===== config.mk =====
export PLATFORM = sky130hd
export DESIGN_NAME = hazard3_ahb_apb_bridge
export DESIGN_NICKNAME = d
export VERILOG_FILES = /design/src/rtl/hazard3_ahb_apb_bridge_pkg.sv /design/src/rtl/hazard3_ahb_apb_bridge.sv
export SDC_FILE = /design/constraint.sdc
export NUM_CORES = 1
export LEC_CHECK = 0
export CAP_MARGIN = 20
export CELL_PAD_IN_SITES_DETAIL_PLACEMENT = 1
export CELL_PAD_IN_SITES_GLOBAL_PLACEMENT = 2
export CORE_MARGIN = 1
export CORE_UTILIZATION = 25
export CTS_CLUSTER_SIZE = 14
export DETAILED_ROUTE_END_ITERATION = 8
export HOLD_SLACK_MARGIN = 0.12
export PLACE_DENSITY = 0.85
export SLEW_MARGIN = 10
export SYNTH_ARGS = -nofsm -noshare
export SYNTH_HDL_FRONTEND = slang
export SYNTH_SLANG_ARGS = --single-unit

===== constraint.sdc =====
create_clock -name clk -period 4.2 [get_ports clk]
set_clock_uncertainty 0.15 [all_clocks]
set_input_delay 0.84 -clock clk [delete_from_list [all_inputs] [get_ports clk]]
set_output_delay 0.84 -clock clk [all_outputs]
set_load 0.01 [all_outputs]

===== src/rtl/hazard3_ahb_apb_bridge_pkg.sv =====
// hazard3_ahb_apb_pkg: AHB encodings and bridge FSM states shared by the AHB-to-APB bridge.
package hazard3_ahb_apb_pkg;
    localparam logic [1:0] HTRANS_IDLE   = 2'd0;
    localparam logic [1:0] HTRANS_BUSY   = 2'd1;
    localparam logic [1:0] HTRANS_NONSEQ = 2'd2;
    localparam logic [1:0] HTRANS_SEQ    = 2'd3;
    localparam logic [2:0] HSIZE_BYTE = 3'd0;
    localparam logic [2:0] HSIZE_HALF = 3'd1;
    localparam logic [2:0] HSIZE_WORD = 3'd2;
    typedef enum logic [2:0] {
        IDLE, WDATA, SETUP, ACCESS, ERR1, ERR2
    } bridge_state_t;
endpackage


===== src/rtl/hazard3_ahb_apb_bridge.sv =====
// hazard3_ahb_apb_bridge: single-outstanding AHB5 subordinate driving an APB3 requester.
module hazard3_ahb_apb_bridge
    import hazard3_ahb_apb_pkg::*;
#(
    parameter int W_ADDR  = 32,
    parameter int W_DATA  = 32,
    parameter int W_PADDR = 16
) (
    input  logic               clk,
    input  logic               rst,
    input  logic               hsel,
    input  logic [W_ADDR-1:0]  haddr,
    input  logic               hwrite,
    input  logic [1:0]         htrans,
    input  logic [2:0]         hsize,
    input  logic               hready,
    input  logic [W_DATA-1:0]  hwdata,
    output logic               hreadyout,
    output logic               hresp,
    output logic [W_DATA-1:0]  hrdata,
    output logic               psel,
    output logic               penable,
    output logic               pwrite,
    output logic [W_PADDR-1:0] paddr,
    output logic [W_DATA-1:0]  pwdata,
    input  logic [W_DATA-1:0]  prdata,
    input  logic               pready,
    input  logic               pslverr
);
    bridge_state_t      r_state;
    logic               r_hreadyout, r_hresp, r_psel, r_penable, r_pwrite;
    logic [W_DATA-1:0]  r_hrdata, r_pwdata;
    logic [W_PADDR-1:0] r_paddr;
    logic               w_accept, w_bad_size;
    logic               w_unused;

    assign w_accept   = hsel && hready && htrans[1];
    assign w_bad_size = hsize > HSIZE_WORD;
    assign w_unused   = ^{haddr[W_ADDR-1:W_PADDR], htrans[0]};

    always_ff @(posedge clk or posedge rst) begin
        if (rst) begin
            r_state     <= IDLE;
            r_hreadyout <= 1'b1;
            r_hresp     <= 1'b0;
            r_hrdata    <= '0;
            r_psel      <= 1'b0;
            r_penable   <= 1'b0;
            r_pwrite    <= 1'b0;
            r_paddr     <= '0;
            r_pwdata    <= '0;
        end else begin
            case (r_state)
                IDLE: if (w_accept) begin
                    r_paddr     <= haddr[W_PADDR-1:0];
                    r_pwrite    <= hwrite;
                    r_hreadyout <= 1'b0;
                    r_hresp     <= w_bad_size;
                    r_psel      <= !w_bad_size && !hwrite;
                    r_state     <= w_bad_size ? ERR1 : hwrite ? WDATA : SETUP;
                end
                WDATA: begin
                    r_pwdata <= hwdata;
                    r_psel   <= 1'b1;
                    r_state  <= SETUP;
                end
                SETUP: begin
                    r_penable <= 1'b1;
                    r_state   <= ACCESS;
                end
                ACCESS: if (pready) begin
                    r_psel    <= 1'b0;
                    r_penable <= 1'b0;
                    if (pslverr) begin
                        r_hresp <= 1'b1;
                        r_state <= ERR1;
                    end else begin
                        r_hreadyout <= 1'b1;
                        if (!r_pwrite) r_hrdata <= prdata;
                        r_state <= IDLE;
                    end
                end
                ERR1: begin
                    r_hreadyout <= 1'b1;
                    r_state     <= ERR2;
                end
                ERR2: begin
                    r_hresp <= 1'b0;
                    r_state <= IDLE;
                end
                default: r_state <= IDLE;
            endcase
        end
    end

    assign hreadyout = r_hreadyout;
    assign hresp     = r_hresp;
    assign hrdata    = r_hrdata;
    assign psel      = r_psel;
    assign penable   = r_penable;
    assign pwrite    = r_pwrite;
    assign paddr     = r_paddr;
    assign pwdata    = r_pwdata;
endmodule


==> impl_table.tex, run 1 <==
\begin{tabular}{lr}
\hline
Metric & Value \\
\hline
\multicolumn{2}{l}{\textbf{Drt}} \\
\quad Vias per std cell & 4.24 \\
\quad Detailed-router iteration count before antenna repair & 3 \\
\quad Remaining routing DRC violations & 0 \\
\quad DR WL/cell & 15.7 um \\
\quad Final Routed Wirelength & 9230 um \\
\quad First DRT Iteration DRCs & approximately 110 \\
\quad Antenna-violating nets left & 0 \\
\quad Total number of vias & around 2,500 \\
\multicolumn{2}{l}{\textbf{Final layout}} \\
\quad Share of final-layout standard cells stronger than drive strength 1 & 0.258 \\
\quad Design Area, Final & 0.00586 mm2 \\
\quad Final Core Density & 0.416 \\
\quad Ant diodes & 0 \\
\quad Number of nets in the finished design & 510 \\
\quad Relative area change from synthesis to final layout & 59.9\% \\
\quad Filler cell count & between 1,000 and 1,500 \\
\multicolumn{2}{l}{\textbf{Global route}} \\
\quad Maximum number of pins on one net before global-route repair & 46 \\
\quad Sum of overflow across all layers after global routing & 0 \\
\quad Via count of the first global-routing pass & around 2,800 \\
\quad Global router's overall resource usage & 0.126 \\
\quad Number of antenna violations at the first check in global routing & 0 \\
\quad First-pass GRT wire length & 14,300 um \\
\multicolumn{2}{l}{\textbf{Yosys}} \\
\quad Register area share after synthesis & 0.601 \\
\quad Mapped Cells & approximately 230 \\
\quad Leading post-synthesis cells by cell area & sky130\_fd\_sc\_hd\_\_dfrtp\_1 59\%, sky130\_fd\_sc\_hd\_\_mux2\_4 16\%, sky130\_fd\_sc\_hd\_\_mux2\_2 13\% \\
\quad Flip-flop cell with the highest count after synthesis & sky130\_fd\_sc\_hd\_\_dfrtp\_1 \\
\quad Number of nets produced by synthesis & approximately 330 \\
\quad Synth cell types & 28 \\
\quad Synthesis Warnings & 0 \\
\quad Area of the mapped netlist & 0.00367 mm2 \\
\quad Fraction of registers with async set or reset after synthesis & 1.00 \\
\quad Number of enable flip-flop cells after synthesis & 0 \\
\quad Avg Inst Size Synth & about 16 um2 \\
\quad Area leader, netlist & sky130\_fd\_sc\_hd\_\_dfrtp\_1 \\
\quad Flops \& latches, synth & 88 \\
\quad Top-area cell type share of the netlist area & 0.594 \\
\multicolumn{2}{l}{\textbf{Critical path}} \\
\quad Top cell family by delay on the critical path & simple AND/OR/NAND/NOR gates \\
\quad Kind of start point of the critical path & input pin \\
\quad Startpoint-to-endpoint class of the critical path & in -> reg \\
\quad Data required, critical path & $\sim$4.3 ns \\
\quad Maximum fanout encountered on the critical timing path & 18 \\
\quad Highest-delay cell along the critical path & sky130\_fd\_sc\_hd\_\_nand2b\_1 \\
\quad Endpoint class of the critical path & flop \\
\quad Buffers \& Inverters on Critical Path & 1 \\
\quad Stage delay of the slowest cell on the critical path & slightly above 0.8 ns \\
\quad Critical path cell sequence & clkdlybuf4s50\_1 -> nand3\_1 -> nand2b\_1 -> mux2\_2 \\
\quad Arrival time of the worst setup path & 2.63 ns \\
\multicolumn{2}{l}{\textbf{Floorplanning}} \\
\quad Total Die Area & between 0.015 and 0.02 mm2 \\
\quad Number of core rows & 43 \\
\quad Number of top-level pins & 193 \\
\quad Initial cell density of the core & 0.260 \\
\quad Die extent in y & $\sim$120 um \\
\quad Horizontal extent of the die & roughly 120 um \\
\quad Placeable Area & $\sim$0.014 mm2 \\
\multicolumn{2}{l}{\textbf{Worst hold path}} \\
\quad Worst hold path type & reg -> reg \\
\multicolumn{2}{l}{\textbf{Run status}} \\
\quad Outcome & completed \\
\multicolumn{2}{l}{\textbf{CTS}} \\
\quad Maximum count of clock buffers along a single path & 2 \\
\quad Number of H-tree levels & 3 \\
\quad TritonCTS Sinks & roughly 90 \\
\quad Clk root buf & sky130\_fd\_sc\_hd\_\_clkbuf\_16 \\
\quad Number of post-CTS setup repair buffers & 0 \\
\quad \# hold bufs at CTS & 0 \\
\quad Post-cts repair resize count & 0 \\
\quad Worst-Skew Late Latency & 0.33 ns \\
\quad Clock tree from TritonCTS & done \\
\quad Number of buffers inserted during clock tree synthesis & 9 \\
\quad Clk pin slew, worst setup/hold paths & approximately 0.070 ns \\
\multicolumn{2}{l}{\textbf{STA}} \\
\quad Max Slew Vio Count & 0 \\
\quad Crit share post-route & 0.610 \\
\quad Final setup violation count & 0 \\
\quad Accumulated negative setup slack & 0 ns \\
\quad Tmin final & approximately 2.6 ns \\
\quad PnR worst setup slack & 1.64 ns \\
\quad Final Hold Fails & 0 \\
\quad Unrepaired setup endpoints after global routing & no \\
\quad Max Clock Freq & 390 MHz \\
\quad Worst-case headroom to the max-slew limit & 0.312 \\
\quad Actual slew at the worst max-slew pin & approximately 1.0 ns \\
\multicolumn{2}{l}{\textbf{Placed design}} \\
\quad Cell area after placement & about 0.0056 mm2 \\
\quad Post-DP HPWL & slightly below 7000 um \\
\quad Count of buffers from port buffering & 175 \\
\quad Gpl congestion & 0.743 \\
\quad Pre-CTS worst setup slack & $\sim$1.2 ns \\
\multicolumn{2}{l}{\textbf{Power and ir drop}} \\
\quad Reported leakage power & roughly 2.6 nW \\
\quad Worst supply voltage drop on vdd & $\sim$0.26 mV \\
\quad Total power divided by cell area & 684 mW/mm2 \\
\multicolumn{2}{l}{\textbf{Job}} \\
\quad Total of max-cap violations & 0 \\
\hline
\end{tabular}
## area by class of cell
class / count / area, um2 / area share
tap: 180 / 225 / 0.0384
clock buffer: 9 / 225 / 0.0384
sequential: 88 / 2200 / 0.376
timing repair buffer: 177 / 1780 / 0.303
clock inverter: 7 / 71.3 / 0.0122
inverter: 4 / 18.8 / 0.00320
multi-input combinational: 122 / 1340 / 0.229
## cells by family (layout without fill, tap and decap cells)
| logic type | count (synthesis) | count (layout) | synth area share |
|---|---|---|---|
| flops | 88 | 88 | 0.601 |
| simple gates | 22 | 22 | 0.0433 |
| xor+xnor | 1 | 1 | 0.00239 |
| mux | 82 | 82 | 0.292 |
| compound gates | 17 | 17 | 0.0283 |
| buf+inv | 15 | 197 | 0.0334 |
## metal layers
| metal | global-route usage | vias to the layer above | wire, um |
|---|---|---|---|
| li1 | - | 1138 | - |
| met1 | 0.145 | 1223 | 3650 |
| met2 | 0.208 | 120 | 4410 |
| met3 | 0.0489 | 10 | 1040 |
| met4 | 0.0542 | 0 | 133 |
| met5 | 0 | - | 0 |
## sequential cells by signal (all words and copies together) (netlist names)
| name | cells |
|---|---|
| hrdata | 32 |
| pwdata | 32 |
| paddr | 16 |
| r_state | 3 |
| hreadyout | 1 |
| hresp | 1 |
| penable | 1 |
| psel | 1 |
| pwrite | 1 |
## worst register-to-register path: cells and delay by family (launching register included)
kind / cells / cell delay (ns)
AND/OR/NAND/NOR: 3 / 0.95
multiplexers: 1 / 0.52
flip-flops: 1 / 0.54
## path summary, 6_finish.rpt
path                                             start                endpoint  slack [ns]  cells past startpoint
worst max-delay path                              hsel   paddr[12]$_DFFE_PP0P_        1.64                      4
worst min-delay path            pwdata[25]$_DFFE_PP0P_  pwdata[25]$_DFFE_PP0P_        0.34                      1
worst max register to register  r_state[2]$_DFFE_PP0P_  hrdata[12]$_DFFE_PP0P_        1.91                      4
worst min register to register  pwdata[25]$_DFFE_PP0P_  pwdata[25]$_DFFE_PP0P_        0.34                      1
max in group asynchronous                          rst   hreadyout$_DFFE_PP1P_        2.38                      3
min in group asynchronous                          rst  pwdata[21]$_DFFE_PP0P_        0.79                      2
## Yosys cell counts, drive strengths merged (2+ instances only)
cell type,count
a21oi,5
nor2,3
mux2,82
buf,11
nand3,4
o21ai,5
nand2b,4
nor3,3
o21a,2
and3,2
a21boi,3
nand2,4
dfrtp,87
inv,4
## where the power goes
group	internal [mW]	total, mW	leakage (nW)	switching (mW)
clock	0.461	0.796	0.138	0.335
sequential	1.23	1.47	1.09	0.242
combinational	1.14	1.74	1.33	0.602
total	2.83	4.01	2.55	1.18
## cells in the final DEF (no fill, tap or decap), drive strengths merged, types with 4 or more instances in the layout
cell,instances
inv,4
nand2b,4
nand2,4
clkdlybuf4s50,175
mux2,82
a21oi,5
nand3,4
dfrtp,87
o21ai,5
clkbuf,9
## stage by stage
| stage | power [mW] | std cells | hold slack (ns) |
|---|---|---|---|
| 6_report | 4.01 | 587 | 0.340 |
| 3_5_place_dp | 3.26 | 571 | 0.329 |
| 4_1_cts | 4.09 | 587 | 0.346 |
| 2_1_floorplan | 2.30 | 225 | 0.379 |
| 5_1_grt | 4.26 | 587 | 0.360 |
| 3_3_place_gp | 3.19 | 571 | 0.322 |
Note: power is estimated with default switching activity, not from simulation.
==> inputs of run 2 (changes only) <==
--- a/config.mk
+++ b/config.mk
@@ -9,11 +9,11 @@
 export CELL_PAD_IN_SITES_DETAIL_PLACEMENT = 1
 export CELL_PAD_IN_SITES_GLOBAL_PLACEMENT = 2
 export CORE_MARGIN = 1
-export CORE_UTILIZATION = 25
+export CORE_UTILIZATION = 23
 export CTS_CLUSTER_SIZE = 14
 export DETAILED_ROUTE_END_ITERATION = 8
 export HOLD_SLACK_MARGIN = 0.12
-export PLACE_DENSITY = 0.85
+export PLACE_DENSITY = 0.82
 export SLEW_MARGIN = 10
 export SYNTH_ARGS = -nofsm -noshare
 export SYNTH_HDL_FRONTEND = slang
==> constraint.sdc (replaced) <==
create_clock -name clk -period 2.2 [get_ports clk]
set_clock_uncertainty 0.15 [all_clocks]
set_input_delay 0.44 -clock clk [delete_from_list [all_inputs] [get_ports clk]]
set_output_delay 0.44 -clock clk [all_outputs]
set_load 0.01 [all_outputs]
==> impl_table.tex, run 2 (same netlist as run 1, synthesis figures left out) <==
\begin{tabular}{lr}
\hline
Metric & Value \\
\hline
\multicolumn{2}{l}{\textbf{Global route}} \\
\quad Global Route met1 Usage & 0.140 (-0.00530) \\
\quad First-pass GRT wire length & 15,400 um (+7.7\%) \\
\quad Global route hottest layer & met2 \\
\quad Sum of overflow across all layers after global routing & 0 (unchanged) \\
\quad M3 GR Usage & 0.0555 (+0.00662) \\
\quad Routing usage on met2 & 0.203 (-0.00532) \\
\quad Number of antenna violations at the first check in global routing & 0 (unchanged) \\
\quad Global router's overall resource usage & 0.124 (-0.00245) \\
\quad Maximum number of pins on one net before global-route repair & 52 (+13\%) \\
\quad Via count of the first global-routing pass & 2,885 (+2.5\%) \\
\multicolumn{2}{l}{\textbf{Final layout}} \\
\quad Number of nets in the finished design & 518 (+1.6\%) \\
\quad Final Core Density & 0.393 (-0.0234) \\
\quad Most common cell after layout, fill and taps aside & sky130\_fd\_sc\_hd\_\_clkdlybuf4s50\_1 \\
\quad Share of final-layout standard cells stronger than drive strength 1 & 0.272 (+0.0143) \\
\quad Design Area, Final & 0.00604 mm2 (+2.9\%) \\
\quad Commonest cells after routing, fill and taps aside & 175 x sky130\_fd\_sc\_hd\_\_clkdlybuf4s50\_1, 87 x sky130\_fd\_sc\_hd\_\_dfrtp\_1, 41 x sky130\_fd\_sc\_hd\_\_mux2\_2 \\
\quad Ant diodes & 0 (unchanged) \\
\quad Relative area change from synthesis to final layout & 64.6\% \\
\multicolumn{2}{l}{\textbf{STA}} \\
\quad Final setup violation count & 0 (unchanged) \\
\quad Actual slew at the worst max-slew pin & 0.470 ns (-0.562 ns) \\
\quad Tmin final & approximately 2.0 ns \\
\quad Final Hold Fails & 0 (unchanged) \\
\quad Worst-case headroom to the max-slew limit & 0.687 (+0.375) \\
\quad Crit share post-route & 0.918 \\
\quad Max Slew Vio Count & 0 (unchanged) \\
\quad Max Clock Freq & around 490 MHz \\
\quad Unrepaired setup endpoints after global routing & no \\
\quad Accumulated negative setup slack & 0 ns (unchanged) \\
\multicolumn{2}{l}{\textbf{CTS}} \\
\quad Clk root buf & sky130\_fd\_sc\_hd\_\_clkbuf\_16 \\
\quad Maximum count of clock buffers along a single path & 2 (unchanged) \\
\quad TritonCTS Sinks & 88 (unchanged) \\
\quad \# hold bufs at CTS & 0 (unchanged) \\
\quad Clk pin slew, worst setup/hold paths & 0.07 ns (about the same) \\
\quad Worst-Skew Late Latency & 0.34 ns (about the same) \\
\quad Clock tree from TritonCTS & done \\
\quad Number of buffers inserted during clock tree synthesis & 9 (unchanged) \\
\quad Number of H-tree levels & 3 (unchanged) \\
\quad Post-cts repair resize count & 0 (unchanged) \\
\quad Number of post-CTS setup repair buffers & 0 (unchanged) \\
\multicolumn{2}{l}{\textbf{Drt}} \\
\quad Remaining routing DRC violations & 0 (unchanged) \\
\quad Antenna-violating nets left & 0 (unchanged) \\
\quad Vias per std cell & 4.11 (-3.2\%) \\
\quad First DRT Iteration DRCs & 94 (-13\%) \\
\quad Final Routed Wirelength & 9580 um (+3.8\%) \\
\quad Detailed-router iteration count before antenna repair & 4 (+1) \\
\quad DR WL/cell & 15.3 um (-2.7\%) \\
\quad Total number of vias & 2,571 (+3.2\%) \\
\multicolumn{2}{l}{\textbf{Placed design}} \\
\quad Post-DP HPWL & 7020 um (+3.9\%) \\
\quad Gpl congestion & 0.719 (-3.2\%) \\
\quad Cell area after placement & 0.00572 mm2 (+2.7\%) \\
\quad Count of buffers from port buffering & 175 (unchanged) \\
\multicolumn{2}{l}{\textbf{Power and ir drop}} \\
\quad Reported leakage power & 2.62 nW (+2.7\%) \\
\quad Total power divided by cell area & 1300 mW/mm2 (+90\%) \\
\quad Worst supply voltage drop on vdd & 0.799 mV (+210\%) \\
\multicolumn{2}{l}{\textbf{Critical path}} \\
\quad Stage delay of the slowest cell on the critical path & 0.56 ns (-0.26 ns) \\
\quad Kind of start point of the critical path & flop \\
\quad Endpoint class of the critical path & output pin \\
\quad Maximum fanout encountered on the critical timing path & 2 (-16) \\
\quad Data required, critical path & 1.61 ns (-2.66 ns) \\
\quad Top cell family by delay on the critical path & buffers and inverters \\
\quad Buffers \& Inverters on Critical Path & 1 (unchanged) \\
\quad Critical path cell sequence & clkdlybuf4s50\_1 \\
\quad Arrival time of the worst setup path & 1.43 ns (-1.20 ns) \\
\quad Startpoint-to-endpoint class of the critical path & reg -> out \\
\quad Highest-delay cell along the critical path & sky130\_fd\_sc\_hd\_\_clkdlybuf4s50\_1 \\
\multicolumn{2}{l}{\textbf{Floorplanning}} \\
\quad Number of top-level pins & 193 (unchanged) \\
\quad Placeable Area & 0.0154 mm2 (+9.0\%) \\
\quad Die extent in y & 128 um (+4.2\%) \\
\quad Number of core rows & 45 (+4.7\%) \\
\quad Initial cell density of the core & 0.239 (-0.0216) \\
\quad Horizontal extent of the die & 128 um (+4.2\%) \\
\quad Total Die Area & 0.0165 mm2 (+8.5\%) \\
\multicolumn{2}{l}{\textbf{Worst hold path}} \\
\quad Worst hold path type & reg -> reg \\
\multicolumn{2}{l}{\textbf{Job}} \\
\quad Total of max-cap violations & 0 (unchanged) \\
\multicolumn{2}{l}{\textbf{Run status}} \\
\quad Outcome & completed \\
\hline
\end{tabular}
==> run 2: final timing paths <==
path | start | endpoint | slack, ns | depth (start not counted)
min reg2reg | pwdata[25]$_DFFE_PP0P_ | pwdata[25]$_DFFE_PP0P_ | 0.35 | 1
max | hreadyout$_DFFE_PP1P_ | hreadyout | 0.18 | 1
min in group asynchronous | rst | paddr[4]$_DFFE_PP0P_ | 0.38 | 3
max reg2reg | r_state[0]$_DFFE_PP0P_ | psel$_DFFE_PP0P_ | 0.31 | 4
max in group asynchronous | rst | pwdata[8]$_DFFE_PP0P_ | 1.24 | 3
min | pwdata[25]$_DFFE_PP0P_ | pwdata[25]$_DFFE_PP0P_ | 0.35 | 1
==> run 2: per-layer routing <==
| metal | vias to the layer above | share of wire |
|---|---|---|
| met3 | 12 | 0.097 |
| li1 | 1158 | - |
| met1 | 1278 | 0.40 |
| met5 | - | 0 |
| met4 | 0 | 0.018 |
| met2 | 123 | 0.48 |
==> run 2: power by group <==
part	switching, mW	internal (mW)	total [mW]
logic	1.22	2.24	3.46
registers	0.419	2.35	2.77
clock network	0.652	0.950	1.60
==> run 2: per-stage QoR <==
| step | std cells | power [mW] | hold WS, ns | setup slack, ns |
|---|---|---|---|---|
| after floorplan | 225 | 4.39 | 0.379 | 0.583 |
| after global placement | 610 | 6.17 | 0.323 | 0.133 |
| after detailed placement | 610 | 6.29 | 0.342 | 0.122 |
| after CTS | 626 | 7.97 | 0.358 | 0.145 |
| after global routing | 626 | 8.31 | 0.370 | 0.120 |
| final | 626 | 7.83 | 0.346 | 0.180 |
==> run 2: layout make-up <==
class                   count  area [um2]
inverters                   4        21.3
fillers                  1598        9340
clock inverters             5        63.8
well taps                 211         264
multi-input cells         122        1340
clock buffers              11         253
flip-flops and latches     88        2200
repair buffers            185        1890
==> inputs of run 3 (changes only) <==
--- a/config.mk
+++ b/config.mk
@@ -13,7 +13,7 @@
 export CTS_CLUSTER_SIZE = 14
 export DETAILED_ROUTE_END_ITERATION = 8
 export HOLD_SLACK_MARGIN = 0.12
-export PLACE_DENSITY = 0.82
+export PLACE_DENSITY = 0.75
 export SLEW_MARGIN = 10
 export SYNTH_ARGS = -nofsm -noshare
 export SYNTH_HDL_FRONTEND = slang
==> impl_table.tex, run 3 (same netlist as run 1, synthesis figures left out) <==
\begin{tabular}{lr}
\hline
Metric & Value \\
\hline
\multicolumn{2}{l}{\textbf{STA}} \\
\quad Actual slew at the worst max-slew pin & 0.434 ns (-0.0354 ns) \\
\quad Worst-case headroom to the max-slew limit & 0.710 (+0.0236) \\
\quad Accumulated negative setup slack & 0 ns (unchanged) \\
\quad Max Slew Vio Count & 0 (unchanged) \\
\quad Tmin final & 2.02 ns (-0.00531 ns) \\
\quad Final Hold Fails & 0 (unchanged) \\
\quad Max Clock Freq & 496 MHz (+0.26\%) \\
\quad Unrepaired setup endpoints after global routing & no \\
\quad Crit share post-route & 0.916 (-0.00241) \\
\quad Final setup violation count & 0 (unchanged) \\
\multicolumn{2}{l}{\textbf{Critical path}} \\
\quad Endpoint class of the critical path & output pin \\
\quad Maximum fanout encountered on the critical timing path & 2 (unchanged) \\
\quad Buffers \& Inverters on Critical Path & 1 (unchanged) \\
\quad Minimum setup slack among reg-to-reg paths & 0.32 ns (about the same) \\
\quad Highest-delay cell along the critical path & sky130\_fd\_sc\_hd\_\_clkdlybuf4s50\_1 \\
\quad Startpoint-to-endpoint class of the critical path & reg -> out \\
\quad Crit path launch & hreadyout\$\_DFFE\_PP1P\_ \\
\quad Data required, critical path & 1.61 ns (about the same) \\
\quad Top cell family by delay on the critical path & buffers and inverters \\
\quad Termination of the worst setup path & hreadyout \\
\quad Arrival time of the worst setup path & 1.43 ns (about the same) \\
\quad Critical R2R Launch & r\_state[1]\$\_DFFE\_PP0P\_ \\
\quad Kind of start point of the critical path & flop \\
\quad Critical path cell sequence & clkdlybuf4s50\_1 \\
\quad Critical path depth & 1 (unchanged) \\
\quad Stage delay of the slowest cell on the critical path & 0.55 ns (about the same) \\
\quad Number of cell instances on the worst register-to-register path & 5 (+1) \\
\quad Reg-to-reg endpoint & hrdata[14]\$\_DFFE\_PP0P\_ \\
\multicolumn{2}{l}{\textbf{Drt}} \\
\quad Total number of vias & 2,566 (-0.19\%) \\
\quad Remaining routing DRC violations & 0 (unchanged) \\
\quad Vias per std cell & 4.09 (-0.51\%) \\
\quad First DRT Iteration DRCs & 63 (-33\%) \\
\quad DR WL/cell & 15.3 um (+0.27\%) \\
\quad Antenna-violating nets left & 0 (unchanged) \\
\quad Detailed-router iteration count before antenna repair & 4 (unchanged) \\
\quad Final Routed Wirelength & 9640 um (+0.59\%) \\
\multicolumn{2}{l}{\textbf{Run status}} \\
\quad Outcome & completed \\
\multicolumn{2}{l}{\textbf{Global route}} \\
\quad Maximum number of pins on one net before global-route repair & 57 (+9.6\%) \\
\quad Global router's overall resource usage & 0.121 (-0.00210) \\
\quad Sum of overflow across all layers after global routing & 0 (unchanged) \\
\quad Via count of the first global-routing pass & 2,862 (-0.80\%) \\
\quad Number of antenna violations at the first check in global routing & 0 (unchanged) \\
\quad First-pass GRT wire length & 15,100 um (-2.2\%) \\
\multicolumn{2}{l}{\textbf{Placed design}} \\
\quad Gpl congestion & 0.743 (+3.3\%) \\
\quad Count of buffers from port buffering & 175 (unchanged) \\
\quad Post-DP HPWL & 7180 um (+2.3\%) \\
\multicolumn{2}{l}{\textbf{Final layout}} \\
\quad Number of nets in the finished design & 520 (+0.39\%) \\
\quad Most common cell after layout, fill and taps aside & sky130\_fd\_sc\_hd\_\_clkdlybuf4s50\_1 \\
\quad Ant diodes & 0 (unchanged) \\
\quad Share of final-layout standard cells stronger than drive strength 1 & 0.276 (+0.00349) \\
\quad Multi-input gate area in the final layout & 0.00134 mm2 (unchanged) \\
\quad FF+latch area & 0.00220 mm2 (unchanged) \\
\quad Relative area change from synthesis to final layout & 64.7\% (about the same) \\
\quad Commonest cells after routing, fill and taps aside & 175 x sky130\_fd\_sc\_hd\_\_clkdlybuf4s50\_1, 87 x sky130\_fd\_sc\_hd\_\_dfrtp\_1, 41 x sky130\_fd\_sc\_hd\_\_mux2\_2 \\
\quad Filler cell count & 1,613 (+0.94\%) \\
\multicolumn{2}{l}{\textbf{CTS}} \\
\quad Worst-Skew Late Latency & 0.34 ns (about the same) \\
\quad Clk pin slew, worst setup/hold paths & 0.06 ns (about the same) \\
\quad Clock tree from TritonCTS & done \\
\quad Number of buffers inserted during clock tree synthesis & 9 (unchanged) \\
\quad Clk root buf & sky130\_fd\_sc\_hd\_\_clkbuf\_16 \\
\quad TritonCTS Sinks & 88 (unchanged) \\
\quad Maximum count of clock buffers along a single path & 2 (unchanged) \\
\quad Post-cts repair resize count & 0 (unchanged) \\
\quad Number of post-CTS setup repair buffers & 0 (unchanged) \\
\quad Number of H-tree levels & 3 (unchanged) \\
\quad \# hold bufs at CTS & 0 (unchanged) \\
\multicolumn{2}{l}{\textbf{Floorplanning}} \\
\quad Number of top-level pins & 193 (unchanged) \\
\quad Placeable Area & 0.0154 mm2 (unchanged) \\
\quad Number of core rows & 45 (unchanged) \\
\quad Total Die Area & 0.0165 mm2 (unchanged) \\
\quad Horizontal extent of the die & 128 um (unchanged) \\
\quad Initial cell density of the core & 0.239 (unchanged) \\
\quad Die extent in y & 128 um (unchanged) \\
\multicolumn{2}{l}{\textbf{Job}} \\
\quad Total of max-cap violations & 0 (unchanged) \\
\multicolumn{2}{l}{\textbf{Power and ir drop}} \\
\quad Reported leakage power & 2.63 nW (+0.34\%) \\
\quad Total power divided by cell area & 1300 mW/mm2 (+0.24\%) \\
\quad Pwr Total & 7.85 mW (+0.30\%) \\
\quad Worst supply voltage drop on vdd & 0.569 mV (-29\%) \\
\multicolumn{2}{l}{\textbf{Worst hold path}} \\
\quad Worst hold path type & reg -> reg \\
\hline
\end{tabular}
-- run 3: cell types whose count changed in the layout (fill, tap and decap cells not counted), sizes merged --
cell    before  now
clkbuf      11   12
inv          4    3
buf         10   12
-- run 3: through the flow --
stage	std cells	hold slack (ns)	util	cell area (um2)	worst slack, ns
detailed placement	612	0.336	0.372	5720	0.0684
CTS	628	0.351	0.393	6040	0.153
floorplan	225	0.379	-	3670	0.583
global route	628	0.364	0.393	6040	0.128
global placement	612	0.320	0.372	5720	0.0895
finish	628	0.343	0.393	6040	0.185
-- run 3: layer usage --
metal | wire length, um | vias to the layer above | share of wire | track usage
li1 | - | 1159 | - | -
met1 | 3930 | 1281 | 0.41 | 0.139
met2 | 4590 | 116 | 0.48 | 0.195
met3 | 976 | 10 | 0.10 | 0.0647
met4 | 149 | 0 | 0.015 | 0.0360
met5 | 0 | - | 0 | 0
-- run 3: final cells by class --
| type | instances | share of cell area |
|---|---|---|
| clock inverter | 4 | 0.00849 |
| multi-input combinational | 122 | 0.222 |
| clock buffer | 12 | 0.0441 |
| inverter | 4 | 0.00352 |
| timing repair buffer | 187 | 0.313 |
| sequential | 88 | 0.365 |
| tap | 211 | 0.0437 |
-- run 3: power breakdown --
part | internal (mW) | leakage (nW) | total (mW) | switching [mW]
sequential | 2.35 | 1.09 | 2.76 | 0.411
combinational | 2.25 | 1.39 | 3.50 | 1.24
clock | 0.973 | 0.155 | 1.60 | 0.624
-- run 3: how the worst min path moves through the flow --
stage	slack (ns)	start	endpoint	depth (start not counted)
global placement	0.32	pwdata[26]$_DFFE_PP0P_	pwdata[26]$_DFFE_PP0P_	1
floorplan	0.38	pwdata[25]$_DFFE_PP0P_	pwdata[25]$_DFFE_PP0P_	1
finish	0.34	pwdata[26]$_DFFE_PP0P_	pwdata[26]$_DFFE_PP0P_	1
global route	0.36	pwdata[31]$_DFFE_PP0P_	pwdata[31]$_DFFE_PP0P_	1
CTS	0.35	pwdata[26]$_DFFE_PP0P_	pwdata[26]$_DFFE_PP0P_	1
detailed placement	0.34	pwdata[26]$_DFFE_PP0P_	pwdata[26]$_DFFE_PP0P_	1
